<file path="config.mk">
export PLATFORM = sky130hd
export DESIGN_NAME = cpu_sequencer
export DESIGN_NICKNAME = d
export VERILOG_FILES = /design/src/rtl/cpu_sequencer.sv
export SDC_FILE = /design/constraint.sdc
export NUM_CORES = 1
export LEC_CHECK = 0
export CORE_MARGIN = 2
export CORE_UTILIZATION = 33
export CTS_BUF_LIST = sky130_fd_sc_hd__clkbuf_2
export CTS_CLUSTER_SIZE = 30
export DETAILED_ROUTE_END_ITERATION = 16
export DONT_BUFFER_PORTS = 1
export SLEW_MARGIN = 25
export SYNTH_ARGS = -nofsm -noshare
export SYNTH_HDL_FRONTEND = slang
export SYNTH_SLANG_ARGS = --single-unit
export TNS_END_PERCENT = 50
</file>
<file path="constraint.sdc">
create_clock -name clk -period 1.83 [get_ports clk]
set_input_delay 0.366 -clock clk [delete_from_list [all_inputs] [get_ports clk]]
set_output_delay 0.366 -clock clk [all_outputs]
set_load 0.005 [all_outputs]
</file>
<file path="src/rtl/cpu_sequencer.sv">
// +--------------------------------------------------------------------------+
// | cpu_sequencer: multi-cycle fetch/decode/exec/mem/wb control FSM           |
// | Rev 1.0                                                                   |
// +--------------------------------------------------------------------------+
`default_nettype none
`timescale 1ns/1ps

module cpu_sequencer #(
  parameter int MEM_TIMEOUT = 255,
  parameter int TO_W        = 8
) (
  input  logic        clk,
  input  logic        reset,
  input  logic        start,
  input  logic        imem_ready,
  input  logic        dmem_ready,
  input  logic        dec_mem_load,
  input  logic        dec_mem_store,
  input  logic        dec_write_enable,
  input  logic        dec_jump_enable,
  input  logic [1:0]  dec_debug,
  input  logic        branch_taken,
  output logic        imem_req,
  output logic        ir_load,
  output logic        dmem_req,
  output logic        dmem_we,
  output logic        reg_we,
  output logic        pc_update,
  output logic        pc_sel_target,
  output logic [2:0]  state,
  output logic        halted,
  output logic        trap,
  output logic [31:0] retired
);

  typedef enum logic [2:0] {
    S_IDLE   = 3'd0,
    S_FETCH  = 3'd1,
    S_DECODE = 3'd2,
    S_EXEC   = 3'd3,
    S_MEM    = 3'd4,
    S_WB     = 3'd5,
    S_HALT   = 3'd6,
    S_TRAP   = 3'd7
  } state_e;

  localparam logic [TO_W-1:0] TO_LAST = TO_W'(MEM_TIMEOUT - 1);
  localparam bit              TO_EN   = (MEM_TIMEOUT > 0);

  state_e           state_q, state_d;
  logic [TO_W-1:0]  to_cnt_q, to_cnt_d;
  logic [31:0]      retired_q, retired_d;
  logic             to_expired;
  logic             waiting;

  assign to_expired = TO_EN && (to_cnt_q == TO_LAST);

  always_comb begin
    state_d       = state_q;
    retired_d     = retired_q;
    imem_req      = 1'b0;
    ir_load       = 1'b0;
    dmem_req      = 1'b0;
    dmem_we       = 1'b0;
    reg_we        = 1'b0;
    pc_update     = 1'b0;
    pc_sel_target = 1'b0;
    halted        = 1'b0;
    trap          = 1'b0;

    case (state_q)
      S_IDLE: begin
        if (start) state_d = S_FETCH;
      end
      S_FETCH: begin
        imem_req = 1'b1;
        // A ready arriving on the last allowed cycle still wins over the timeout.
        if (imem_ready) begin
          ir_load = 1'b1;
          state_d = S_DECODE;
        end else if (to_expired) begin
          state_d = S_TRAP;
        end
      end
      S_DECODE: begin
        case (dec_debug)
          2'b00:   state_d = S_EXEC;
          2'b01:   state_d = S_HALT;
          default: state_d = S_TRAP;
        endcase
      end
      S_EXEC: begin
        if (dec_mem_load && dec_mem_store)      state_d = S_TRAP;
        else if (dec_mem_load || dec_mem_store) state_d = S_MEM;
        else                                    state_d = S_WB;
      end
      S_MEM: begin
        dmem_req = 1'b1;
        dmem_we  = dec_mem_store;
        if (dmem_ready)      state_d = S_WB;
        else if (to_expired) state_d = S_TRAP;
      end
      S_WB: begin
        reg_we        = dec_write_enable;
        pc_update     = 1'b1;
        pc_sel_target = dec_jump_enable & branch_taken;
        retired_d     = retired_q + 32'd1;
        state_d       = S_FETCH;
      end
      S_HALT: begin
        halted = 1'b1;
        // Resuming steps over the EBREAK, so it counts as retired.
        if (start) begin
          pc_update = 1'b1;
          retired_d = retired_q + 32'd1;
          state_d   = S_FETCH;
        end
      end
      S_TRAP: begin
        trap = 1'b1;
      end
      default: begin
        state_d = S_TRAP;
      end
    endcase
  end

  // FETCH cannot go straight to MEM, so "same state again" means a wait cycle.
  assign waiting  = (state_q == S_FETCH) || (state_q == S_MEM);
  assign to_cnt_d = (waiting && (state_d == state_q)) ? (to_cnt_q + 1'b1) : '0;

  always_ff @(posedge clk) begin
    if (reset) begin
      state_q   <= S_IDLE;
      to_cnt_q  <= '0;
      retired_q <= '0;
    end else begin
      state_q   <= state_d;
      to_cnt_q  <= to_cnt_d;
      retired_q <= retired_d;
    end
  end

  assign state   = state_q;
  assign retired = retired_q;

endmodule

`default_nettype wire
</file>
==> metrics.md, run 1 <==
| Metric | Value |
|---|---|
| Outcome | finished with violations |
| Violated checks | negative setup slack |
| Synth Cell Area | about 2200 um^2 |
| Final Hold Viols | 0 |
| Distinct cell type count after synthesis | 38 |
| CTS Buf Count | 5 |
| Cell count of the worst reg-to-reg path | 6 |
| Number of I/O pins | 56 |
| Final slew viol count | 0 |
| Gr ovfl total | 0 |
| Via count | 2,052 |
| Clock Latency Late Sink | 390 ps |
| GPL Wtd Cong | 0.748 |
| Fin crit period | 1940 ps |
| Post-Syn Nets | 276 |
| Port buffer count | 0 |
| Slew @ Worst Pin | 476 ps |
| DRC viols | 0 |
| Reg-to-Reg Start | state[1]$_SDFF_PP0_ |
| WL per Instance | 14.6 um |
| Worst path cell trace | nand2b_4 -> a2111oi_4 -> buf_4 -> nand3_4 -> or4_1 -> a21oi_1 |
| DIE WIDTH | around 85 um |
| Post-route cell area | around 2800 um^2 |
| Most frequent cells in the layout | buf_4 (49), dfxtp_1 (40), nor2_1 (37) |
| Final WL | roughly 5.6 mm |
| Data required time of the critical path | 2160 ps |
| Hold worst-path end | retired[28]$_SDFFE_PP0P_ |
| Seq/Total Area, Yosys | 0.394 |
| Peak VDD IR | ~380 uV |
| Largest net degree at the start of global routing | 37 |
| Remaining antenna violation count after routing | 0 |
| LEAKAGE | about 1.0 nW |
| Die ar. | roughly 7300 um^2 |
| Area growth, synth to finish | 26.8% |
| CTS tree | done |
| Logic pwr share | 0.129 |
| Ys async rst share | 0 |
| Syn avg cell area | 8.41 um^2 |
| Vias per cell | 5.32 |
| P_sw | 0.405 mW |
| Worst Hold Class | primary input to register |
| Fin crit share | 1.06 |
| # clock sinks | 43 |
| # diodes | 0 |
| Commonest non-fill, non-tap cell in the layout | buf_4 |
| Crit path launch type | register |
| First-pass GRT wire length | 9.02 mm |
| R2r setup slk | -110 ps |
| RSZ-0062 raised after global routing | yes |
| Layout cells sized above 1 | 0.249 |
| Setup WS pre-CTS | -125 ps |
| Post-Syn Instances | 260 |
| Worst relative slew slack | 0.683 |
| Largest stage delay, worst path | roughly 480 ps |
| CP endpoint kind | register |
| Top-area cell type share of the netlist area | 0.394 |
| Setup WS post-layout | -110 ps |
| Power Density | between 500 and 600 nW/um^2 |
| Detailed Routing Iterations Pass 1 | 4 |
| Core area | 6390 um^2 |
| Max stage delay cell, worst path | or4_1 |
| FP Rows | 29 |
| Int Power | 1.13 mW |
| Worst Skew | 11.9 ps |
| DP HPWL | 3.88 mm |
| Yosys Warn Count | 0 |
| Dominant cells by area after synthesis | dfxtp_1 (39%), xor2_1 (8.8%), nor2_1 (6.5%) |
| Final setup fails | 11 |
| Buffer levels on the longest clock path | 2 |
| Worst-path clk slew | 200 ps |
| Post-synth EDFFs | 0 |
| Worst r2r dst | retired[31]$_SDFFE_PP0P_ |
| GRT Total Usage | 0.152 |
| Max-cap violations | 0 |
| Min-delay src | reset |
| Sw Share | 0.264 |
| NumNets Final | between 300 and 400 |
| Hold depth | 1 |
| Vias in the first global route | 1,916 |
| Register bit total from synthesis | 43 |
| H-tree depth | 2 |
| CP arrival | 2270 ps |
| Fmax | 0.515 GHz |
| Flop pwr share | 0.626 |
| Top_reg_cell synth | dfxtp_1 |
| Clock group share of total power | 0.245 |
| Worst Path Max Fanout | 4 |
| Yosys top cell by area | dfxtp_1 |
| CTS root buf | clkbuf_2 |
| Kind of critical path | register to register |
| First DRT Iteration DRCs | 70 |
| Initial core utilization | 0.342 |
| Antenna violations before repair | 0 |
| DP Area | 2560 um^2 |
| Die Ht | 85.4 um |
## cell type report
type | instances | area [um^2]
Timing Repair Buffer | 57 | 484
Sequential cell | 43 | 867
Tap cell | 77 | 96.3
Multi-Input combinational cell | 197 | 1270
Clock buffer | 6 | 30.0
Inverter | 6 | 26.3
Fill cell | 662 | 3610
## through the flow
stage	hold slack (ps)	total power, mW	util	instances	setup TNS, ps
after floorplan	453	1.10	-	260	-104
after global placement	441	1.12	0.400	369	-53.1
after detailed placement	444	1.13	0.400	369	-402
after CTS	-9.54	1.52	0.423	383	-604
after global routing	0.665	1.60	0.434	386	-2840
final	20.1	1.54	0.434	386	-675
## cell families after synthesis
| group | count (synthesis) | synth area share |
|---|---|---|
| adder cells (fa/ha/maj) | 4 | 0.0229 |
| AND/OR/NAND/NOR | 124 | 0.305 |
| flip-flops | 43 | 0.394 |
| XOR/XNOR | 27 | 0.108 |
| buffers and inverters | 20 | 0.0424 |
| multiplexers | 2 | 0.00916 |
| AO/OA/AOI/OAI | 40 | 0.118 |
## worst max-delay path, delay by kind of cell (launching register included)
| family | cells | cell delay, ps |
|---|---|---|
| AOI/OAI and AO/OA | 2 | 590 |
| buffers and inverters | 1 | 200 |
| DFF | 1 | 390 |
| and+or+nand+nor | 3 | 700 |
## state kept, by name, indices dropped and copies added, names as in the netlist
name and cells:
state 3, retired 32, to_cnt_q 8
## worst max path at each step
stage	cells past startpoint	slack, ps	start	endpoint
4_1_cts	6	-120	state[1]$_SDFF_PP0_	retired[31]$_SDFFE_PP0P_
6_report	6	-110	state[1]$_SDFF_PP0_	retired[31]$_SDFFE_PP0P_
2_1_floorplan	7	-70	state[1]$_SDFF_PP0_	retired[31]$_SDFFE_PP0P_
3_3_place_gp	6	-50	retired[6]$_SDFFE_PP0P_	retired[31]$_SDFFE_PP0P_
5_1_grt	7	-230	state[1]$_SDFF_PP0_	retired[16]$_SDFFE_PP0P_
3_5_place_dp	6	-120	retired[6]$_SDFFE_PP0P_	retired[31]$_SDFFE_PP0P_
## cell usage after synthesis, types with 3 or more instances
master,number
clkbuf_1,9
o21ai_0,9
inv_1,6
nor3_1,5
a21oi_1,18
ha_1,4
xor2_1,22
nor2_1,38
xnor2_1,5
nand2_1,18
nand2b_1,3
dfxtp_1,43
and3_1,9
or3_1,10
nand4_1,19
or4_1,3
nand3_1,11
## power groups by stage
stage                     registers [mW]  clock network (mW)  logic (mW)
after global routing               0.964               0.421       0.219
final                              0.961               0.377       0.199
after CTS                          0.961               0.391       0.173
after floorplan                    0.976                   0       0.125
after global placement             0.977                   0       0.145
after detailed placement           0.978                   0       0.147
## metal layers
metal / vias to the layer above / part of all wire / global-route usage
li1: 1015 / - / -
met1: 959 / 0.44 / 0.196
met2: 71 / 0.47 / 0.245
met3: 7 / 0.076 / 0.0428
met4: 0 / 0.012 / 0.0519
met5: - / 0 / 0
## repair_timing
| action | CTS | global route |
|---|---|---|
| gates resized for setup | 10 | 7 |
| pin swaps | 14 | 2 |
| cloned | 2 | 0 |
| setup endpoints to repair | 17 | 35 |
| hold endpoints to repair | 11 | 26 |
| setup buffers | 6 | 1 |
(Power assumes the default switching activity.)
==> run 2: changes to the inputs <==
Clock period 1.83 ns to 2.05 ns, I/O delays scaled along.
==> run 2 against run 1 <==
Effect of this change: the run now ends clean; largest cell class unchanged; register-to-register slack improved by 220 ps; highest routed layer unchanged; critical path type unchanged; clock power down 13%; via count shrank 8.1%; combinational power down 35%; critical path depth stayed put; final cell count decreased by 6.5%; count of clock-buffer cells in the layout is the same; non-clock buffer count is 25 lower; clock skew rose by 1.3 ps.
==> metrics.md, run 2 (same netlist as run 1, synthesis figures left out) <==
| Metric | Value |
|---|---|
| CTS tree | done |
| Clock Latency Late Sink | 390 ps (about the same) |
| Multi-input combinational cell area | 1250 um^2 (-1.4%) |
| DRC viols | 0 (unchanged) |
| Vias in the first global route | 1,727 (-9.9%) |
| Slew @ Worst Pin | 560 ps (+84.2 ps) |
| Worst relative slew slack | 0.627 (-0.0561) |
| CTS Buf Count | 5 (unchanged) |
| H-tree depth | 2 (unchanged) |
| Core area | 6390 um^2 (unchanged) |
| Outcome | finished clean |
| Fin crit period | 1940 ps (-0.954 ps) |
| Util after Layout | 0.394 (-0.0404) |
| CP endpoint kind | register |
| Vias per cell | 5.22 (-1.7%) |
| Setup TNS | 0 ps (+675 ps) |
| Port buffer count | 0 (unchanged) |
| DP HPWL | 3.65 mm (-5.9%) |
| Die Ht | 85.4 um (unchanged) |
| Gr ovfl total | 0 (unchanged) |
| WL per Instance | 13.9 um (-5.0%) |
| Fillers | 665 (+0.45%) |
| First-pass GRT wire length | 8.27 mm (-8.3%) |
| # clock sinks | 43 (unchanged) |
| First DRT Iteration DRCs | 53 (-24%) |
| Initial core utilization | 0.342 (unchanged) |
| Power Density | 522 nW/um^2 (-5.7%) |
| Data required time of the critical path | 2390 ps (+230 ps) |
| Final setup fails | 0 (-11) |
| Die ar. | 7290 um^2 (unchanged) |
| Largest register FFs | 32 (unchanged) |
| Worst Hold Class | primary input to register |
| FP Rows | 29 (unchanged) |
| Max-cap violations | 0 (unchanged) |
| CTS root buf | clkbuf_2 |
| GPL Wtd Cong | 0.759 (+1.5%) |
| Layout cells sized above 1 | 0.176 (-0.0731) |
| Largest net degree at the start of global routing | 37 (unchanged) |
| Post-route cell area | 2510 um^2 (-9.3%) |
| Peak VDD IR | 281 uV (-26%) |
| RSZ-0062 raised after global routing | yes |
| Area growth, synth to finish | 15.1% |
| Via count | 1,886 (-8.1%) |
| Hold buffer count at cts | 0 |
| Fmax | 0.516 GHz (about the same) |
| Most frequent cells in the layout | dfxtp_1 (40), nor2_1 (38), buf_4 (31) |
| Register area | 867 um^2 (unchanged) |
| Worst Path Max Fanout | 4 (unchanged) |
| Number of I/O pins | 56 (unchanged) |
| NumNets Final | 301 (-7.7%) |
| Crit path launch type | register |
| Fin crit share | 0.946 (-0.114) |
| Final slew viol count | 0 (unchanged) |
| LEAKAGE | 0.908 nW (-14%) |
| Buffer levels on the longest clock path | 2 (unchanged) |
| Final WL | 5.00 mm (-11%) |
| DIE WIDTH | 85.4 um (unchanged) |
| # diodes | 0 (unchanged) |
| DP Area | 2410 um^2 (-5.9%) |
| Antenna violations before repair | 0 (unchanged) |
| Worst-path clk slew | 200 ps (about the same) |
| Commonest non-fill, non-tap cell in the layout | dfxtp_1 |
| Max stage delay cell, worst path | or4_1 |
| Largest stage delay, worst path | 470 ps (about the same) |
| CP arrival | 2280 ps (about the same) |
| Worst Skew | 13.3 ps (+1.34 ps) |
| Remaining antenna violation count after routing | 0 (unchanged) |
| Final Hold Viols | 0 (unchanged) |
| Detailed Routing Iterations Pass 1 | 4 (unchanged) |
| Kind of critical path | register to register |
| Worst path cell trace | nand3b_4 -> a2111oi_4 -> buf_4 -> nand3_4 -> or4_1 -> a21oi_1 |
| GRT Total Usage | 0.140 (-0.0125) |
## run 2: cell count changes in the layout (fill, tap and decap cells not counted), sizes merged
cell,previous run,this run
bufbuf,1,0
buf,55,32
dlygate4sd3,1,0
## run 2: worst paths after layout
path | start | to | slack, ps | cells past startpoint
max | state[0]$_SDFF_PP0_ | retired[31]$_SDFFE_PP0P_ | 110 | 6
min | reset | retired[28]$_SDFFE_PP0P_ | 50 | 1
max reg2reg | state[0]$_SDFF_PP0_ | retired[31]$_SDFFE_PP0P_ | 110 | 6
min reg2reg | to_cnt_q[0]$_SDFF_PP0_ | to_cnt_q[0]$_SDFF_PP0_ | 520 | 1
## run 2: what timing repair did
item / in CTS / in global routing
buffers inserted: 2 / 4
pin swaps: 0 / 2
hold endpoints to repair: 0 / 0
setup endpoints to repair: 1 / 18
resized for setup: 1 / 8
## run 2: stage by stage
step | std cells | setup WS [ps] | power, mW | hold WS (ps)
2_1_floorplan | 260 | 123 | 0.980 | 453
3_3_place_gp | 349 | 116 | 0.992 | 480
3_5_place_dp | 349 | 68.6 | 0.994 | 484
4_1_cts | 357 | 28.1 | 1.34 | 11.7
5_1_grt | 361 | -21.9 | 1.39 | 2.82
6_report | 361 | 111 | 1.31 | 54.2
## run 2: cell type report
class	instances	area share
clock buffers	6	0.0119
inverters	6	0.0104
multi-input cells	197	0.498
flip-flops and latches	43	0.345
well taps	77	0.0383
repair buffers	32	0.0970
## run 2: power by group
part | leakage, nW | internal [mW] | switching, mW
clock network | 0.0249 | 0.0772 | 0.249
logic | 0.535 | 0.0566 | 0.0735
registers | 0.348 | 0.847 | 0.0105
total | 0.908 | 0.980 | 0.333
## run 2: worst max-delay path: cells and delay by family, from the launching register on
family                 cells  cell delay [ps]
AO/OA/AOI/OAI              2              570
AND/OR/NAND/NOR            3              730
buffers and inverters      1              210
flip-flops                 1              400
## run 2: routing by layer
layer | share of wire | routed length [um] | track usage
met2 | 0.47 | 2360 | 0.222
met4 | 0.013 | 67 | 0.0505
met5 | 0 | 0 | 0
met3 | 0.062 | 309 | 0.0447
met1 | 0.45 | 2260 | 0.178
==> run 3: changes to the inputs <==
Settings changed: CTS_BUF_LIST sky130_fd_sc_hd__clkbuf_2 to sky130_fd_sc_hd__clkbuf_4 sky130_fd_sc_hd__clkbuf_8.
==> run 3 against run 2 <==
Effect of this change: total power grew 14%; fmax down 1.4%; clock power up 58%; non-clock buffer count shrank 5; sequential power about the same; final cell count shrank 1.4%; utilization fell by 0.078 points; critical path depth unchanged; largest cell class unchanged; cell area decreased by 0.20%; setup slack worse by 27 ps; count of clock-buffer cells in the layout is the same; combinational power fell by 5%.
==> metrics.md, run 3 (same netlist as run 1, synthesis figures left out) <==
| Metric | Value |
|---|---|
| Min-delay src | reset |
| Worst Skew | 4.67 ps (-8.60 ps) |
| Core area | 6390 um^2 (unchanged) |
| Number of I/O pins | 56 (unchanged) |
| Worst r2r dst | retired[31]$_SDFFE_PP0P_ |
| Buffer levels on the longest clock path | 2 (unchanged) |
| Clock Latency Late Sink | 290 ps (-100 ps) |
| Port buffer count | 0 (unchanged) |
| Worst Hold Class | primary input to register |
| Worst Path Max Fanout | 4 (unchanged) |
| Kind of critical path | register to register |
| First-pass GRT wire length | 8.27 mm (about the same) |
| Worst relative slew slack | 0.622 (-0.00514) |
| CP endpoint kind | register |
| Post-route cell area | 2510 um^2 (-0.20%) |
| Peak VDD IR | 303 uV (+7.8%) |
| Gr ovfl total | 0 (unchanged) |
| Multi-input combinational cell area | 1250 um^2 (-0.30%) |
| DP Area | 2410 um^2 (unchanged) |
| GRT Total Usage | 0.141 (+0.00162) |
| Cell count of the worst reg-to-reg path | 6 (unchanged) |
| NumNets Final | 296 (-1.7%) |
| Vias per cell | 5.26 (+0.76%) |
| DIE WIDTH | 85.4 um (unchanged) |
| Crit path launch type | register |
| Hold worst-path end | retired[21]$_SDFFE_PP0P_ |
| DRC viols | 0 (unchanged) |
| Data required time of the critical path | 2280 ps (-110 ps) |
| Hold depth | 1 (unchanged) |
| Fillers | 664 (-0.15%) |
| # clock sinks | 43 (unchanged) |
| Fmax | 0.509 GHz (-1.4%) |
| Final setup fails | 0 (unchanged) |
| Most frequent cells in the layout | dfxtp_1 (40), nor2_1 (38), buf_4 (27) |
| Die ar. | 7290 um^2 (unchanged) |
| CP arrival | 2200 ps (-80 ps) |
| Final slew viol count | 0 (unchanged) |
| Area growth, synth to finish | 14.8% |
| Layout cells sized above 1 | 0.161 (-0.0148) |
| Worst-path clk slew | 80 ps (-120 ps) |
| Min Hold Slack | 176 ps (+121 ps) |
| Max-cap violations | 0 (unchanged) |
| WL per Instance | 14.1 um (+1.5%) |
| Detailed Routing Iterations Pass 1 | 4 (unchanged) |
| Commonest non-fill, non-tap cell in the layout | dfxtp_1 |
| Fin crit share | 0.959 (+0.0132) |
| FP Rows | 29 (unchanged) |
| RSZ-0062 raised after global routing | yes |
| Register area | 865 um^2 (-0.29%) |
| Antenna violations before repair | 0 (unchanged) |
| Setup TNS | 0 ps (unchanged) |
| CTS tree | done |
| GPL Wtd Cong | 0.759 (unchanged) |
| Largest register FFs | 32 (unchanged) |
| Hold buffer count at cts | 0 (unchanged) |
| Power, Total | 1.49 mW (+14%) |
| Largest net degree at the start of global routing | 37 (unchanged) |
| Die Ht | 85.4 um (unchanged) |
| Final WL | 5.01 mm (+0.12%) |
| R2r setup slk | 80 ps (-30 ps) |
| H-tree depth | 2 (unchanged) |
| Final Hold Viols | 0 (unchanged) |
| Slew @ Worst Pin | 568 ps (+7.72 ps) |
| LEAKAGE | 0.899 nW (-0.93%) |
| Initial core utilization | 0.342 (unchanged) |
| Reg-to-Reg Start | state[0]$_SDFF_PP0_ |
| CTS root buf | clkbuf_8 |
| Remaining antenna violation count after routing | 0 (unchanged) |
| DP HPWL | 3.65 mm (unchanged) |
| Power Density | 595 nW/um^2 (+14%) |
| CTS Buf Count | 5 (unchanged) |
| Vias in the first global route | 1,730 (+0.17%) |
| Fin crit period | 1970 ps (+27.1 ps) |
| # diodes | 0 (unchanged) |
| Via count | 1,874 (-0.64%) |
| First DRT Iteration DRCs | 63 (+19%) |
| Outcome | finished clean |
## run 3: changes by cell type in the layout (fill, tap and decap cells not counted), sizes merged
cell      change
buf           -5
clkinvlp      -1
inv           +1
## run 3: critical path: stages (launching register included)
cell and delay, ps:
dfxtp_2 340, nand3b_4 190, a2111oi_4 470, buf_4 210
nand3_4 80, or4_1 470, a21oi_1 140
## run 3: cell type report
cell class	count	area share
clock buffers	6	0.0304
multi-input cells	197	0.497
repair buffers	27	0.0808
flip-flops and latches	43	0.344
well taps	77	0.0384
inverters	6	0.00897
## run 3: worst max path at each step
stage                          endpoint  slack [ps]               startpoint  cells past startpoint
2_1_floorplan  retired[31]$_SDFFE_PP0P_         120      state[1]$_SDFF_PP0_                      7
3_3_place_gp   retired[31]$_SDFFE_PP0P_         120  retired[6]$_SDFFE_PP0P_                      6
3_5_place_dp     to_cnt_q[4]$_SDFF_PP0_          70      state[0]$_SDFF_PP0_                      6
4_1_cts        retired[31]$_SDFFE_PP0P_          60      state[0]$_SDFF_PP0_                      6
5_1_grt        retired[31]$_SDFFE_PP0P_         -20      state[0]$_SDFF_PP0_                      6
6_report       retired[31]$_SDFFE_PP0P_          80      state[0]$_SDFF_PP0_                      6
## run 3: metal layers
metal	global-route usage	vias up	wire, um
met4	0.0577	0	81
met3	0.0486	5	305
met2	0.222	48	2360
li1	-	959	-
met5	0	-	0
met1	0.177	862	2260
## run 3: what timing repair did
| action | CTS | global route |
|---|---|---|
| setup endpoints to repair | 0 | 15 |
| resized for setup | 0 | 6 |
| buffers inserted | 0 | 1 |
## run 3: power breakdown
group / internal (mW) / total, mW / switching (mW)
sequential: 0.844 / 0.854 / 0.0102
clock: 0.241 / 0.516 / 0.275
combinational: 0.0518 / 0.123 / 0.0716
total: 1.14 / 1.49 / 0.357
## run 3: per-stage QoR
stage                util  worst slack, ps  cells
detailed placement  0.377             68.6    349
CTS                 0.389             60.1    355
global placement    0.377              116    349
global route        0.393            -19.6    356
floorplan               -              123    260
finish              0.393             83.9    356
